File: src/rtl/reg_access_arb.sv
// reg_access_arb
//   Round-robin arbiter that shares one simple register-access bus between
//   NUM_REQ requesters. One access is in flight at a time. The winner's fields
//   are latched at grant, a one-cycle strobe is issued, read data is captured
//   RD_LAT cycles after the read strobe, and a one-cycle ack goes back to the
//   granted requester.
//
// Ports
//   s_axi_aclk, s_axi_areset : clock, synchronous active-high reset
//   req_valid/req_wr         : per-requester request and direction (1=write)
//   req_addr/wdata/wstrb     : packed per-requester fields, requester i at slice i
//   req_ack                  : one-cycle completion pulse to the granted requester
//   req_grant                : one-hot grant, high from ISSUE through ACK
//   req_rdata                : read data, valid with req_ack of a read
//   busy                     : arbiter not idle
//   reg_wr_en/reg_rd_en      : one-cycle strobes to the register file
//   reg_addr/wdata/wstrb     : latched access fields, held between accesses
//   reg_rdata                : read data from the register file
module reg_access_arb #(
    parameter int NUM_REQ    = 2,
    parameter int ADDR_WIDTH = 32,
    parameter int DATA_WIDTH = 32,
    parameter int RD_LAT     = 1
) (
    input  logic                             s_axi_aclk,
    input  logic                             s_axi_areset,
    input  logic [NUM_REQ-1:0]               req_valid,
    input  logic [NUM_REQ-1:0]               req_wr,
    input  logic [NUM_REQ*ADDR_WIDTH-1:0]    req_addr,
    input  logic [NUM_REQ*DATA_WIDTH-1:0]    req_wdata,
    input  logic [NUM_REQ*DATA_WIDTH/8-1:0]  req_wstrb,
    output logic [NUM_REQ-1:0]               req_ack,
    output logic [NUM_REQ-1:0]               req_grant,
    output logic [DATA_WIDTH-1:0]            req_rdata,
    output logic                             busy,
    output logic                             reg_wr_en,
    output logic                             reg_rd_en,
    output logic [ADDR_WIDTH-1:0]            reg_addr,
    output logic [DATA_WIDTH-1:0]            reg_wdata,
    output logic [DATA_WIDTH/8-1:0]          reg_wstrb,
    input  logic [DATA_WIDTH-1:0]            reg_rdata
);

    localparam int unsigned N      = NUM_REQ;
    localparam int          RR_W   = $clog2(NUM_REQ);
    localparam int          STRB_W = DATA_WIDTH / 8;
    localparam int          CNT_W  = 4;

    typedef enum logic [1:0] {
        IDLE,
        ISSUE,
        WAIT,
        ACK
    } state_e;

    state_e                state_q, state_d;
    logic [RR_W-1:0]       rr_q, rr_d;
    logic [CNT_W-1:0]      cnt_q, cnt_d;
    logic                  wr_q, wr_d;
    logic [NUM_REQ-1:0]    grant_q, grant_d;
    logic [NUM_REQ-1:0]    ack_q, ack_d;
    logic [DATA_WIDTH-1:0] rdata_q, rdata_d;
    logic                  busy_q, busy_d;
    logic                  wr_en_q, wr_en_d;
    logic                  rd_en_q, rd_en_d;
    logic [ADDR_WIDTH-1:0] addr_q, addr_d;
    logic [DATA_WIDTH-1:0] wdata_q, wdata_d;
    logic [STRB_W-1:0]     wstrb_q, wstrb_d;

    logic [ADDR_WIDTH-1:0] addr_arr  [NUM_REQ];
    logic [DATA_WIDTH-1:0] wdata_arr [NUM_REQ];
    logic [STRB_W-1:0]     wstrb_arr [NUM_REQ];

    logic [RR_W-1:0]       winner;
    logic [RR_W-1:0]       cand;
    logic                  found;

    always_comb begin
        for (int unsigned i = 0; i < N; i++) begin
            addr_arr[i]  = req_addr[i*ADDR_WIDTH +: ADDR_WIDTH];
            wdata_arr[i] = req_wdata[i*DATA_WIDTH +: DATA_WIDTH];
            wstrb_arr[i] = req_wstrb[i*STRB_W +: STRB_W];
        end
    end

    // Search starts one past the last winner, so the last winner has the
    // lowest priority next time round.
    always_comb begin
        winner = '0;
        cand   = '0;
        found  = 1'b0;
        for (int unsigned off = 1; off <= N; off++) begin
            cand = RR_W'((32'(rr_q) + off) % N);
            if (!found && req_valid[cand]) begin
                found  = 1'b1;
                winner = cand;
            end
        end
    end

    always_comb begin
        state_d = state_q;
        rr_d    = rr_q;
        cnt_d   = cnt_q;
        wr_d    = wr_q;
        grant_d = grant_q;
        ack_d   = '0;
        rdata_d = rdata_q;
        wr_en_d = 1'b0;
        rd_en_d = 1'b0;
        addr_d  = addr_q;
        wdata_d = wdata_q;
        wstrb_d = wstrb_q;

        case (state_q)
            IDLE: begin
                if (found) begin
                    addr_d          = addr_arr[winner];
                    wdata_d         = wdata_arr[winner];
                    wstrb_d         = wstrb_arr[winner];
                    wr_d            = req_wr[winner];
                    grant_d         = '0;
                    grant_d[winner] = 1'b1;
                    rr_d            = winner;
                    // Strobes are registered so they line up with ISSUE.
                    wr_en_d         = req_wr[winner];
                    rd_en_d         = !req_wr[winner];
                    state_d         = ISSUE;
                end
            end
            ISSUE: begin
                if (wr_q) begin
                    ack_d   = grant_q;
                    state_d = ACK;
                end else begin
                    cnt_d   = CNT_W'(RD_LAT - 1);
                    state_d = WAIT;
                end
            end
            WAIT: begin
                if (cnt_q != '0) begin
                    cnt_d = cnt_q - 1'b1;
                end else begin
                    rdata_d = reg_rdata;
                    ack_d   = grant_q;
                    state_d = ACK;
                end
            end
            ACK: begin
                grant_d = '0;
                state_d = IDLE;
            end
            default: state_d = IDLE;
        endcase

        busy_d = (state_d != IDLE);
    end

    always_ff @(posedge s_axi_aclk) begin
        if (s_axi_areset) begin
            state_q <= IDLE;
            rr_q    <= RR_W'(NUM_REQ - 1);
            cnt_q   <= '0;
            wr_q    <= 1'b0;
            grant_q <= '0;
            ack_q   <= '0;
            rdata_q <= '0;
            busy_q  <= 1'b0;
            wr_en_q <= 1'b0;
            rd_en_q <= 1'b0;
            addr_q  <= '0;
            wdata_q <= '0;
            wstrb_q <= '0;
        end else begin
            state_q <= state_d;
            rr_q    <= rr_d;
            cnt_q   <= cnt_d;
            wr_q    <= wr_d;
            grant_q <= grant_d;
            ack_q   <= ack_d;
            rdata_q <= rdata_d;
            busy_q  <= busy_d;
            wr_en_q <= wr_en_d;
            rd_en_q <= rd_en_d;
            addr_q  <= addr_d;
            wdata_q <= wdata_d;
            wstrb_q <= wstrb_d;
        end
    end

    assign req_ack   = ack_q;
    assign req_grant = grant_q;
    assign req_rdata = rdata_q;
    assign busy      = busy_q;
    assign reg_wr_en = wr_en_q;
    assign reg_rd_en = rd_en_q;
    assign reg_addr  = addr_q;
    assign reg_wdata = wdata_q;
    assign reg_wstrb = wstrb_q;

endmodule
File: config.mk
export PLATFORM = sky130hd
export DESIGN_NAME = reg_access_arb
export DESIGN_NICKNAME = d
export VERILOG_FILES = /design/src/rtl/reg_access_arb.sv
export SDC_FILE = /design/constraint.sdc
export NUM_CORES = 1
export LEC_CHECK = 0
export CORE_UTILIZATION = 40
export DETAILED_ROUTE_END_ITERATION = 8
export PLACE_DENSITY_LB_ADDON = 0.12
export SETUP_SLACK_MARGIN = 0.4
export SLEW_MARGIN = 10
export SYNTH_ARGS = -nofsm -noshare
export SYNTH_HDL_FRONTEND = slang
export SYNTH_SLANG_ARGS = --single-unit
File: constraint.sdc
create_clock -name s_axi_aclk -period 4.3 [get_ports s_axi_aclk]
set_input_delay 1.29 -clock s_axi_aclk [delete_from_list [all_inputs] [get_ports s_axi_aclk]]
set_output_delay 1.29 -clock s_axi_aclk [all_outputs]
set_load 0.02 [all_outputs]
======== After elaboration in Yosys (flattened, before gate mapping) ========
Index checks and enable logic that the tools add are counted.
W data, S select, Z words.
word-level totals
  flip-flop bits (word level) ............. 115
  bits of input ports ..................... 174
  output and inout bits ................... 107
  logic and storage cells ................. 78
operators by class
  $add $sub $neg .......................... 3
  magnitude comparators ................... 5
  equality and inequality tests ........... 6
  muxes and demuxes ....................... 33
  bitwise operators ....................... 4
  reductions and logical operators ........ 14
operator list
  operator               count
  $mux W32               6
  $mux W4                5
  $mux W1                12
  $mux W2                5
  $pmux W2 S2            2
  $pmux W2 S4            1
  $pmux W4 S2            1
  $lt A1 B2 Y1 const B   3
  $ne A2 B2 Y1 const B   3
  $reduce_and A2 Y1      3
  $reduce_bool A2 Y1     3
  $eq A2 B2 Y1 const B   2
  $reduce_bool A4 Y1     1
  $sub A4 B1 Y4 const B  1
  $not A1 Y1             3
  $reduce_and A3 Y1      1
  $reduce_or A3 Y1       1
  $add A1 B1 Y1 const B  2
  $eq A2 B1 Y1 const B   1
  $ge A2 B2 Y1 const B   1
  $logic_and A1 B1 Y1    2
  $logic_not A1 Y1       2
  $logic_not A2 Y1       1
  $not A1 Y2             1
  2 further kinds        2

======== Longest topological paths before layout ========
Gate-level depths: netlist (run 1).
  word-level depth ........................ 13
  gate-level depth with buffers ........... 8
  mapped depth without buffers ............ 6

======== Least setup slack after synthesis (run 1) ========
OpenSTA, ideal clock, no wires.
  kind .................................... input -> register
  start point ............................. input s_axi_areset
  end point ............................... register wdata_q[26], in the netlist reg_wdata[26]
  library setup time ...................... 146 ps
  data arrival time ....................... 2110 ps
  data required time ...................... 4154 ps
  path slack .............................. 2044 ps
  cell stages on the path ................. 4
  path buffers ............................ 3
  path through ............................ clkbuf_1 > buf_2 > clkbuf_1 > a311oi_1
RTL lines
  what                  line  RTL
  start, declared       26    input logic s_axi_areset,
  end signal, assigned  186   wdata_q <= wdata_d;
  end, declared         67    logic [DATA_WIDTH-1:0] wdata_q, wdata_d;
No word-level cell between the ends.

======== Final worst setup path (run 1) ========
  start point ............................. input req_valid[1]
  end point ............................... register addr_q[23], in the netlist reg_addr[23]
on the way
  word-level cells in the longest chain between the ends .. 10
  elaborated cells on any way between the ends .. 15
  those cells by class .................... mux (11); bitwise (1); reduce/logical (3)
ends and longest elaborated chain
  what                                         line  RTL
  start, declared                              27    input logic [NUM_REQ-1:0] req_valid,
  $mux W1 (implied by the code) (2 in a row)   94    if (!found && req_valid[cand]) begin
  $mux W1                                      94
  $logic_not A1 Y1                             94
  $logic_and A1 B1 Y1                          94
  $mux W1                                      94
  $not A1 Y2 (implied by the code)             118   addr_d = addr_arr[winner];
  $mux W32 (implied by the code) (3 in a row)  118
  end signal, assigned                         185   addr_q <= addr_d;
  end, declared                                66    logic [ADDR_WIDTH-1:0] addr_q, addr_d;
Several ways; a longest one is shown, not always the timed one. The select of a mux whose other input is x is not followed.
A chain may end at the register's enable or synchronous reset.

==> reports/results.txt, run 1 <==
row count -> 40
area leader, netlist -> dfxtp_1
Power Total -> 5.59 mW
worst-margin pin slew -> 1.14 ns
CTS Root Cell -> clkbuf_16
Max-Cap Viols -> 0
first-pass GRT wire length -> 24.6 mm
reg-to-reg critical path endpoint -> cnt_q[0]$_SDFFE_PP0P_
Distinct cells, synth -> 36
core area -> 12000 um^2
critical path class -> input port to register
LEAKAGE -> 3.16 nW
P per Cell Area -> 668 nW/um^2
Ant. Diodes -> 0
GRT Overall Usage -> 24.6%
mapped cell area -> 4900 um^2
Final Hold Violating Endpoints -> 0
DPL Wire Length -> 11.1 mm
CP Depth -> 5
CP cell instances -> clkdlybuf4s50_1 > a21boi_4 > buf_12 > nand2_1 > a311oi_1
Clock Sink Count -> 115
Worst-path clk slew -> 0.05 ns
area grow syn2layout -> 70.8%
WL per Instance -> 15.7 um
Ports -> 281
fin cells -> 1012
# hold bufs at CTS -> 0
post-route ant nets -> 0
gr ovfl total -> 0
Initial DRT Pass Iterations -> 5
setup TNS -> 0 ns
RSZ-0062 raised after global routing -> false
drt total wl -> 15.8 mm
Worst slew margin -> 23.7%
largest net degree at the start of global routing -> 119
#FFs+latches synth -> 115
CTS tree -> yes
worst reg2reg setup slack -> 1.97 ns
initial antenna violation count -> 0
CP arrival -> 3.19 ns
Crit path largest cell delay -> 0.57 ns
fraction of registers with async set/reset -> 0%
Crit-path slowest cell -> clkdlybuf4s50_1
DRT iter0 DRCs -> 371
Primary FF master, synth -> dfxtp_1
die area -> 12700 um^2
Final nets -> 1033
R2R Path Start -> cnt_q[0]$_SDFFE_PP0P_
VDD IR max -> 0.330 mV
Setup Viol. Count Final -> 0
Peak Freq -> 0.346 GHz
Synth area leaders -> dfxtp_1 47%, nand2_1 16%, a311oi_1 8.8%, a311oi_2 5.8%, nor2_1 5.8%
syn_nets -> 777
status -> finished, final reports clean
final period utilization -> 67.3%
RePlAce Congestion -> 0.754
required time of the critical path -> 4.59 ns
clk buf depth -> 2
Fin Hold WS -> 0.453 ns
Starting Density -> 41.0%
YS warnings -> 0
DP Area -> 7690 um^2
Mapped Cells -> 596
number of synthesized flops with an enable pin -> 0
Synth top area share -> 47.0%
Post-CTS Resized -> 0
max-slew violations -> 0
TritonCTS Buffers -> 17
H-tree Lvls -> 4
Crit Path Max Fanout -> 50
Post CTS Setup Buffer Count -> 0
placed insts -> 980
vias in the first global route -> 5198
Clock Latency Late Sink -> 0.40 ns
Hold Path Class -> register to register
vias post-DR -> 5260
crit path capture type -> register
Critical Path End -> reg_addr[23]$_SDFFE_PP0P_
min Tclk post-route -> 2.89 ns
Startpoint Class -> input port
Crit. Startpoint -> req_valid[1]
clk_skew -> 0.0118 ns
CP Buf/Inv Count -> 2
vias per inst -> 5.20
Vert. Die Dim -> 113 um
DR DRC count -> 0
die width -> 113 um
Finished Cell Area -> 8380 um^2
register area share after synthesis -> 47.0%
FF-to-FF path depth -> 6
synthesized area per cell -> 8.23 um^2
layout cells sized above 1 -> 7.17%
Largest delay share family, worst path -> compound AO/OA/AOI/OAI gates
IO buf count -> 280
## Yosys cell counts (all sizes together), types with 2 or more instances
cell,count
buf,37
nor2b,2
a21oi,35
o21ai,2
nor2,76
or3,3
and2,3
a211oi,3
dfxtp,115
a311oi,68
a21boi,2
a31oi,2
clkbuf,12
a32oi,2
nand3,2
nand2,205
inv,7
ha,7
nor3b,2
## logic make-up after synthesis
family | Yosys count | share of synthesized area, %
AO/OA/AOI/OAI | 118 | 20.6
AND/OR/NAND/NOR | 298 | 23.8
multiplexers | 2 | 0.434
buffers and inverters | 56 | 6.40
flip-flops | 115 | 47.0
adder cells (fa/ha/maj) | 7 | 1.79
## layer usage
layer	wire [um]	share of wire, %	track usage (%)	vias up
met4	374	2.4	10.9	0
met5	0	0	0	-
li1	-	-	-	2550
met3	1230	7.7	8.36	25
met1	6260	39	25.9	2467
met2	7990	50	44.5	218
## per-stage QoR
step / setup WS (ns) / utilization, %
global route: 1.31 / 70.0
detailed placement: 1.02 / 64.3
CTS: 1.44 / 70.0
global placement: 1.14 / 64.3
finish: 1.41 / 70.0
floorplan: 2.04 / -
## registers in the layout (all words and copies together) (netlist names)
signal and count:
rr_q 1, reg_wr_en 1, busy 1, wr_q 1, reg_wstrb 4, reg_rd_en 1
req_rdata 32, reg_addr 32, cnt_q 4, state_q 2, reg_wdata 32, req_grant 2
req_ack 2
## power breakdown
part / internal (mW) / switching (mW) / total, mW
Clock: 1.15 / 0.485 / 1.63
Combinational: 1.07 / 1.27 / 2.34
Sequential: 1.43 / 0.197 / 1.63
## cell usage in the layout (no fill, tap or decap), types with 2 or more instances in the layout
cell type        count
a211oi_1             3
a21oi_1             35
a311oi_1            49
a311oi_2            19
a31oi_1              2
a32oi_1              2
and2_1               3
buf_12               3
buf_4                4
bufinv_16            6
clkbuf_1             2
clkbuf_16           17
clkbuf_8             4
clkdlybuf4s50_1    279
clkinv_2             2
dfxtp_1            115
ha_1                 7
inv_1                7
nand2_1            204
nand3_1              2
nor2_1              76
nor3b_1              2
o21ai_0              2
or3_1                3
## worst reg2reg max path: stages (launching register included)
cell and delay [ns]:
dfxtp_1 0.33, inv_1 0.08, ha_1 0.15, nor3b_1 0.32, and2_1 0.95, nor2_1 0.15
a211oi_1 0.26
## area by class of cell
type / count / area, um^2
multi-input combinational: 425 / 2290
tap: 147 / 184
clock inverter: 9 / 198
inverter: 7 / 26.3
timing repair buffer: 286 / 2880
clock buffer: 23 / 488
fill: 954 / 3590
sequential: 115 / 2300
## how the worst min path moves through the flow
stage               slack [ns]                         end                       start  cells after the start
detailed placement        0.45   req_rdata[7]$_SDFFE_PP0P_   req_rdata[7]$_SDFFE_PP0P_                      2
CTS                       0.46  req_rdata[31]$_SDFFE_PP0P_  req_rdata[31]$_SDFFE_PP0P_                      2
global placement          0.44   req_rdata[6]$_SDFFE_PP0P_   req_rdata[6]$_SDFFE_PP0P_                      2
global route              0.48  req_rdata[10]$_SDFFE_PP0P_  req_rdata[10]$_SDFFE_PP0P_                      2
finish                    0.45   req_rdata[2]$_SDFFE_PP0P_   req_rdata[2]$_SDFFE_PP0P_                      2
floorplan                 0.45       cnt_q[0]$_SDFFE_PP0P_       cnt_q[0]$_SDFFE_PP0P_                      1
No activity file was read; power rests on OpenSTA's default activity.
==> run 2, diff against run 1 <==
Settings changed: CORE_UTILIZATION 40 to 35.
Clock period 4.3 ns to 2.46 ns, I/O delays scaled along.
==> run 2 against run 1 <==
Via count down 0.99%. Count of clock-buffer cells in the layout rose by 3. First-iteration DRC count down 22%. Combinational power rose by 65%. Hold slack worse by 0.0049 ns. Power up 59%. Critical path type is now register to primary output. Setup slack lost 0.80 ns. Cell count is 4.0% higher. Register-to-register slack got worse by 1.4 ns. Final area down 1.2%. Sequential cell count unchanged.
==> reports/results.txt, run 2 (synthesis results as in run 1) <==
drt total wl -> 16.1 mm (+1.4%)
area grow syn2layout -> 68.7%
vias in the first global route -> 5174 (-0.46%)
core area -> 13500 um^2 (+12%)
CP cell instances -> dlygate4sd2_1
H-tree Lvls -> 4 (unchanged)
initial antenna violation count -> 0 (unchanged)
Crit Path Max Fanout -> 2 (-96%)
Finished Cell Area -> 8270 um^2 (-1.2%)
critical path class -> register to primary output
worst-margin pin slew -> 0.428 ns (-0.717 ns)
die width -> 120 um (+6.8%)
CP arrival -> 1.12 ns (-2.07 ns)
CTS tree -> yes
required time of the critical path -> 1.72 ns (-2.87 ns)
Final nets -> 1045 (+1.2%)
Final Hold Violating Endpoints -> 0 (unchanged)
post-route ant nets -> 0 (unchanged)
vias post-DR -> 5208 (-0.99%)
Ant. Diodes -> 0 (unchanged)
fin cells -> 1052 (+4.0%)
Worst-path clk slew -> 0.05 ns (about the same)
max-slew violations -> 0 (unchanged)
RePlAce Congestion -> 0.819 (+8.5%)
min Tclk post-route -> 1.86 ns
Setup Viol. Count Final -> 0 (unchanged)
crit path capture type -> primary output
CTS Root Cell -> clkbuf_16
CP Buf/Inv Count -> 1 (-1)
clk buf depth -> 2 (unchanged)
die area -> 14500 um^2 (+14%)
largest net degree at the start of global routing -> 53 (-55%)
Initial DRT Pass Iterations -> 4 (-1)
P per Cell Area -> 1070 nW/um^2 (+61%)
Hold Path Class -> register to register
Clock Sink Count -> 115 (unchanged)
Power Total -> 8.87 mW (+59%)
DRT iter0 DRCs -> 291 (-22%)
DPL Wire Length -> 11.8 mm (+6.5%)
VDD IR max -> 0.511 mV (+55%)
DP Area -> 7870 um^2 (+2.3%)
most frequent cells in the layout -> 204 x nand2_1, 170 x clkdlybuf4s50_1, 115 x dfxtp_1, 107 x dlygate4sd2_1, 76 x nor2_1
GRT Overall Usage -> 22.0% (-2.7 points)
Crit path largest cell delay -> 0.39 ns (-0.18 ns)
Worst slew margin -> 71.5% (+48 points)
TritonCTS Buffers -> 17 (unchanged)
WL per Instance -> 15.3 um (-2.5%)
Vert. Die Dim -> 120 um (+6.8%)
LEAKAGE -> 3.59 nW (+14%)
first-pass GRT wire length -> 24.9 mm (+0.95%)
Crit-path slowest cell -> dlygate4sd2_1
Clock Latency Late Sink -> 0.40 ns (about the same)
IO buf count -> 280 (unchanged)
vias per inst -> 4.95 (-4.8%)
layout cells sized above 1 -> 8.22% (+1.1 points)
DR DRC count -> 0 (unchanged)
final period utilization -> 75.4%
gr ovfl total -> 0 (unchanged)
Starting Density -> 36.4% (-4.5 points)
RSZ-0062 raised after global routing -> false
setup TNS -> 0 ns (unchanged)
Max-Cap Viols -> 0 (unchanged)
# hold bufs at CTS -> 0 (unchanged)
Peak Freq -> 0.539 GHz
status -> finished, final reports clean
clk_skew -> 0.00620 ns (-0.00558 ns)
row count -> 42 (+5.0%)
Largest delay share family, worst path -> buffers and inverters
placed insts -> 1021 (+4.2%)
Ports -> 281 (unchanged)
leading cell type in the layout, fill and taps excluded -> nand2_1
Startpoint Class -> register
==> run 2: cell types whose count changed in the layout (fill, tap and decap cells not counted), sizes merged, moves of 2 or more <==
| cell | before | now |
|---|---|---|
| buf | 7 | 19 |
| clkdlybuf4s50 | 279 | 170 |
| dlymetal6s2s | 0 | 2 |
| dlygate4sd2 | 0 | 107 |
| clkbuf | 23 | 26 |
| clkinv | 2 | 5 |
| bufinv | 6 | 0 |
==> run 2: where the power goes <==
part           switching (mW)  total [mW]  internal (mW)  leakage (nW)
Clock                   0.785        2.19           1.40         0.270
Combinational            2.26        3.87           1.61          2.37
Sequential              0.313        2.81           2.50         0.947
==> run 2: routing by layer <==
| metal | vias to the layer above | track usage [%] | part of all wire, % | wire (um) |
|---|---|---|---|---|
| li1 | 2569 | - | - | - |
| met1 | 2393 | 23.4 | 40 | 6430 |
| met2 | 205 | 38.0 | 48 | 7670 |
| met3 | 41 | 7.83 | 8.5 | 1370 |
| met4 | 0 | 11.3 | 3.7 | 598 |
| met5 | - | 0 | 0 | 0 |
==> run 2: area by class of cell <==
| cell class | count | area [um^2] |
|---|---|---|
| tap | 176 | 220 |
| clock buffer | 26 | 509 |
| sequential | 115 | 2300 |
| clock inverter | 5 | 25.0 |
| timing repair buffer | 298 | 2890 |
| multi-input combinational | 425 | 2300 |
| inverter | 7 | 26.3 |
| fill | 1223 | 5180 |
==> run 2: through the flow <==
step	setup WS (ns)	utilization, %	hold slack, ns
global route	0.420	61.5	0.475
floorplan	0.756	-	0.453
detailed placement	0.0474	58.5	0.446
CTS	0.463	61.4	0.450
global placement	0.144	58.5	0.440
finish	0.605	61.5	0.448
==> run 2: path summary, 6_finish.rpt <==
path / endpoint / from / cells after the start / slack, ns
max: reg_addr[5] / reg_addr[5]$_SDFFE_PP0P_ / 1 / 0.60
max reg2reg: req_rdata[5]$_SDFFE_PP0P_ / cnt_q[0]$_SDFFE_PP0P_ / 7 / 0.62
min: req_rdata[4]$_SDFFE_PP0P_ / req_rdata[4]$_SDFFE_PP0P_ / 2 / 0.45
min reg2reg: req_rdata[4]$_SDFFE_PP0P_ / req_rdata[4]$_SDFFE_PP0P_ / 2 / 0.45
==> run 2: repair_timing <==
item,CTS,global route
endpoints found under the setup margin,107,30
buffers inserted,0,0
gates resized for setup,107,3
==> run 3, diff against run 2 <==
Clock period 2.46 ns to 1.65 ns, I/O delays scaled along.
==> run 3 against run 2 <==
Hold slack worse by 0.0090 ns. Critical path depth is 8 higher. Combinational power grew to 2.7 times the previous value. Die area stayed put. Via count is 14% higher. Wire length is 32% higher. Sequential share of layout area is 4.9 points lower. Clock skew is 0.00098 ns lower. Critical endpoint is now reg_addr[20]$_SDFFE_PP0P_. Largest power group unchanged.
==> reports/results.txt, run 3 (synthesis results as in run 1) <==
hold path startpoint -> s_axi_areset
Clock Sink Count -> 115 (unchanged)
FF-to-FF path depth -> 9 (+2)
LEAKAGE -> 4.45 nW (+24%)
crit path capture type -> register
cell depth of the worst hold path -> 2 (unchanged)
row count -> 42 (unchanged)
Final Util -> 79.7% (+18 points)
initial antenna violation count -> 0 (unchanged)
critical path class -> register to register
status -> finished, final reports clean
Setup Viol. Count Final -> 0 (unchanged)
placed insts -> 1030 (+0.88%)
Hold Path Class -> input port to register
Finished Cell Area -> 10700 um^2 (+30%)
CTS tree -> yes
clk_skew -> 0.00522 ns (-0.000977 ns)
CTS Root Cell -> clkbuf_16
CP Buf/Inv Count -> 5 (+4)
DP Area -> 8050 um^2 (+2.3%)
DPL Wire Length -> 11.9 mm (+0.51%)
layout cells sized above 1 -> 54.3% (+46 points)
die area -> 14500 um^2 (unchanged)
required time of the critical path -> 1.96 ns (+0.24 ns)
min Tclk post-route -> 1.55 ns
Ant. Diodes -> 0 (unchanged)
Vert. Die Dim -> 120 um (unchanged)
H-tree Lvls -> 4 (unchanged)
area grow syn2layout -> 119%
Clock Latency Late Sink -> 0.42 ns (+0.02 ns)
IO buf count -> 280 (unchanged)
Final nets -> 1144 (+9.5%)
max-slew violations -> 0 (unchanged)
Worst-path clk slew -> 0.06 ns (about the same)
Multi-input gate area -> 3030 um^2 (+32%)
Worst Hold End -> cnt_q[0]$_SDFFE_PP0P_
Peak Freq -> 0.646 GHz
FF+latch area -> 2460 um^2 (+6.7%)
Final WS setup -> 0.102 ns (-0.503 ns)
Initial DRT Pass Iterations -> 4 (unchanged)
DRT iter0 DRCs -> 233 (-20%)
Crit-path slowest cell -> dfxtp_4
core area -> 13500 um^2 (unchanged)
final period utilization -> 93.8%
largest net degree at the start of global routing -> 56 (+5.7%)
first-pass GRT wire length -> 29.4 mm (+18%)
Startpoint Class -> register
Worst slew margin -> 72.0% (+0.56 points)
Max-Cap Viols -> 0 (unchanged)
gr ovfl total -> 0 (unchanged)
clk buf depth -> 2 (unchanged)
Final Hold Violating Endpoints -> 0 (unchanged)
vias post-DR -> 5931 (+14%)
Crit path largest cell delay -> 0.35 ns (-0.04 ns)
VDD IR max -> 0.998 mV (+95%)
WL per Instance -> 18.4 um (+20%)
worst reg2reg setup slack -> 0.10 ns (-0.52 ns)
DR DRC count -> 0 (unchanged)
TritonCTS Buffers -> 17 (unchanged)
fillers -> 844 (-31%)
leading cell type in the layout, fill and taps excluded -> clkdlybuf4s50_1
Largest delay share family, worst path -> buffers and inverters
Starting Density -> 36.4% (unchanged)
P per Cell Area -> 1760 nW/um^2 (+64%)
pre-CTS setup slack -> -0.474 ns (-0.521 ns)
vias in the first global route -> 5898 (+14%)
post-route ant nets -> 0 (unchanged)
die width -> 120 um (unchanged)
worst-margin pin slew -> 0.419 ns (-0.00838 ns)
CP cell instances -> inv_4 > ha_4 > nor2b_4 > buf_6 > buf_12 > buf_16 > buf_8 > nor2_1 > a311oi_1
GRT Overall Usage -> 26.3% (+4.4 points)
fin cells -> 1152 (+9.5%)
R2R Path Start -> state_q[0]$_SDFF_PP0_
vias per inst -> 5.15 (+4.0%)
RePlAce Congestion -> 0.840 (+2.6%)
most frequent cells in the layout -> 170 x clkdlybuf4s50_1, 165 x nand2_1, 119 x buf_6, 106 x dfxtp_2, 71 x buf_4
Ports -> 281 (unchanged)
RSZ-0062 raised after global routing -> true
CP arrival -> 1.85 ns (+0.73 ns)
Crit Path Max Fanout -> 6 (+4)
reg-to-reg critical path endpoint -> reg_addr[20]$_SDFFE_PP0P_
drt total wl -> 21.2 mm (+32%)
Power Total -> 18.8 mW (+110%)
run 3: what timing repair did:
item	4_1_cts	5_1_grt
cloned	10	6
buffers inserted	31	43
hold buffers	0	0
pin swaps	7	77
resized for setup	800	165
setup endpoints to repair	220	221
run 3: per-stage QoR:
step / hold WS [ns] / TNS (ns)
final: 0.439 / 0
after global routing: 0.439 / -0.0323
after CTS: 0.429 / 0
after detailed placement: 0.447 / -31.39
after global placement: 0.442 / -27.87
after floorplan: 0.435 / 0
run 3: how the worst max path moves through the flow:
stage | startpoint | end | depth (start not counted)
2_1_floorplan | req_valid[1] | wr_q$_SDFFE_PP0P_ | 4
3_3_place_gp | req_valid[0] | reg_addr[12]$_SDFFE_PP0P_ | 7
3_5_place_dp | req_valid[1] | reg_wdata[2]$_SDFFE_PP0P_ | 5
4_1_cts | cnt_q[1]$_SDFFE_PP0P_ | req_rdata[22]$_SDFFE_PP0P_ | 7
5_1_grt | state_q[0]$_SDFF_PP0_ | reg_addr[20]$_SDFFE_PP0P_ | 9
6_report | state_q[0]$_SDFF_PP0_ | reg_addr[20]$_SDFFE_PP0P_ | 9
run 3: power breakdown:
part	switching, mW	internal [mW]	leakage (nW)
clock network	1.28	2.59	0.306
registers	0.723	3.95	0.989
logic	4.74	5.53	3.15
total	6.75	12.1	4.45
run 3: worst register-to-register path: stages, from the launching register on:
cell,delay [ns]
dfxtp_4,0.35
inv_4,0.07
ha_4,0.13
nor2b_4,0.18
buf_6,0.12
buf_12,0.09
buf_16,0.11
buf_8,0.11
nor2_1,0.04
a311oi_1,0.24
run 3: area by class of cell:
cell class	instances	area share (%)
Sequential cell	115	22.9
Clock buffer	21	4.30
Tap cell	176	2.05
Multi-Input combinational cell	425	28.3
Clock inverter	11	1.47
Timing Repair Buffer	397	40.7
Inverter	7	0.292
run 3: metal layers:
layer / routed length, um / GRT usage (%) / part of all wire, % / up-vias
met5: 0 / 0 / 0 / -
met3: 1640 / 8.82 / 7.7 / 55
met1: 7930 / 27.9 / 37 / 2855
li1: - / - / - / 2786
met2: 10900 / 46.4 / 51 / 235
met4: 753 / 13.3 / 3.6 / 0
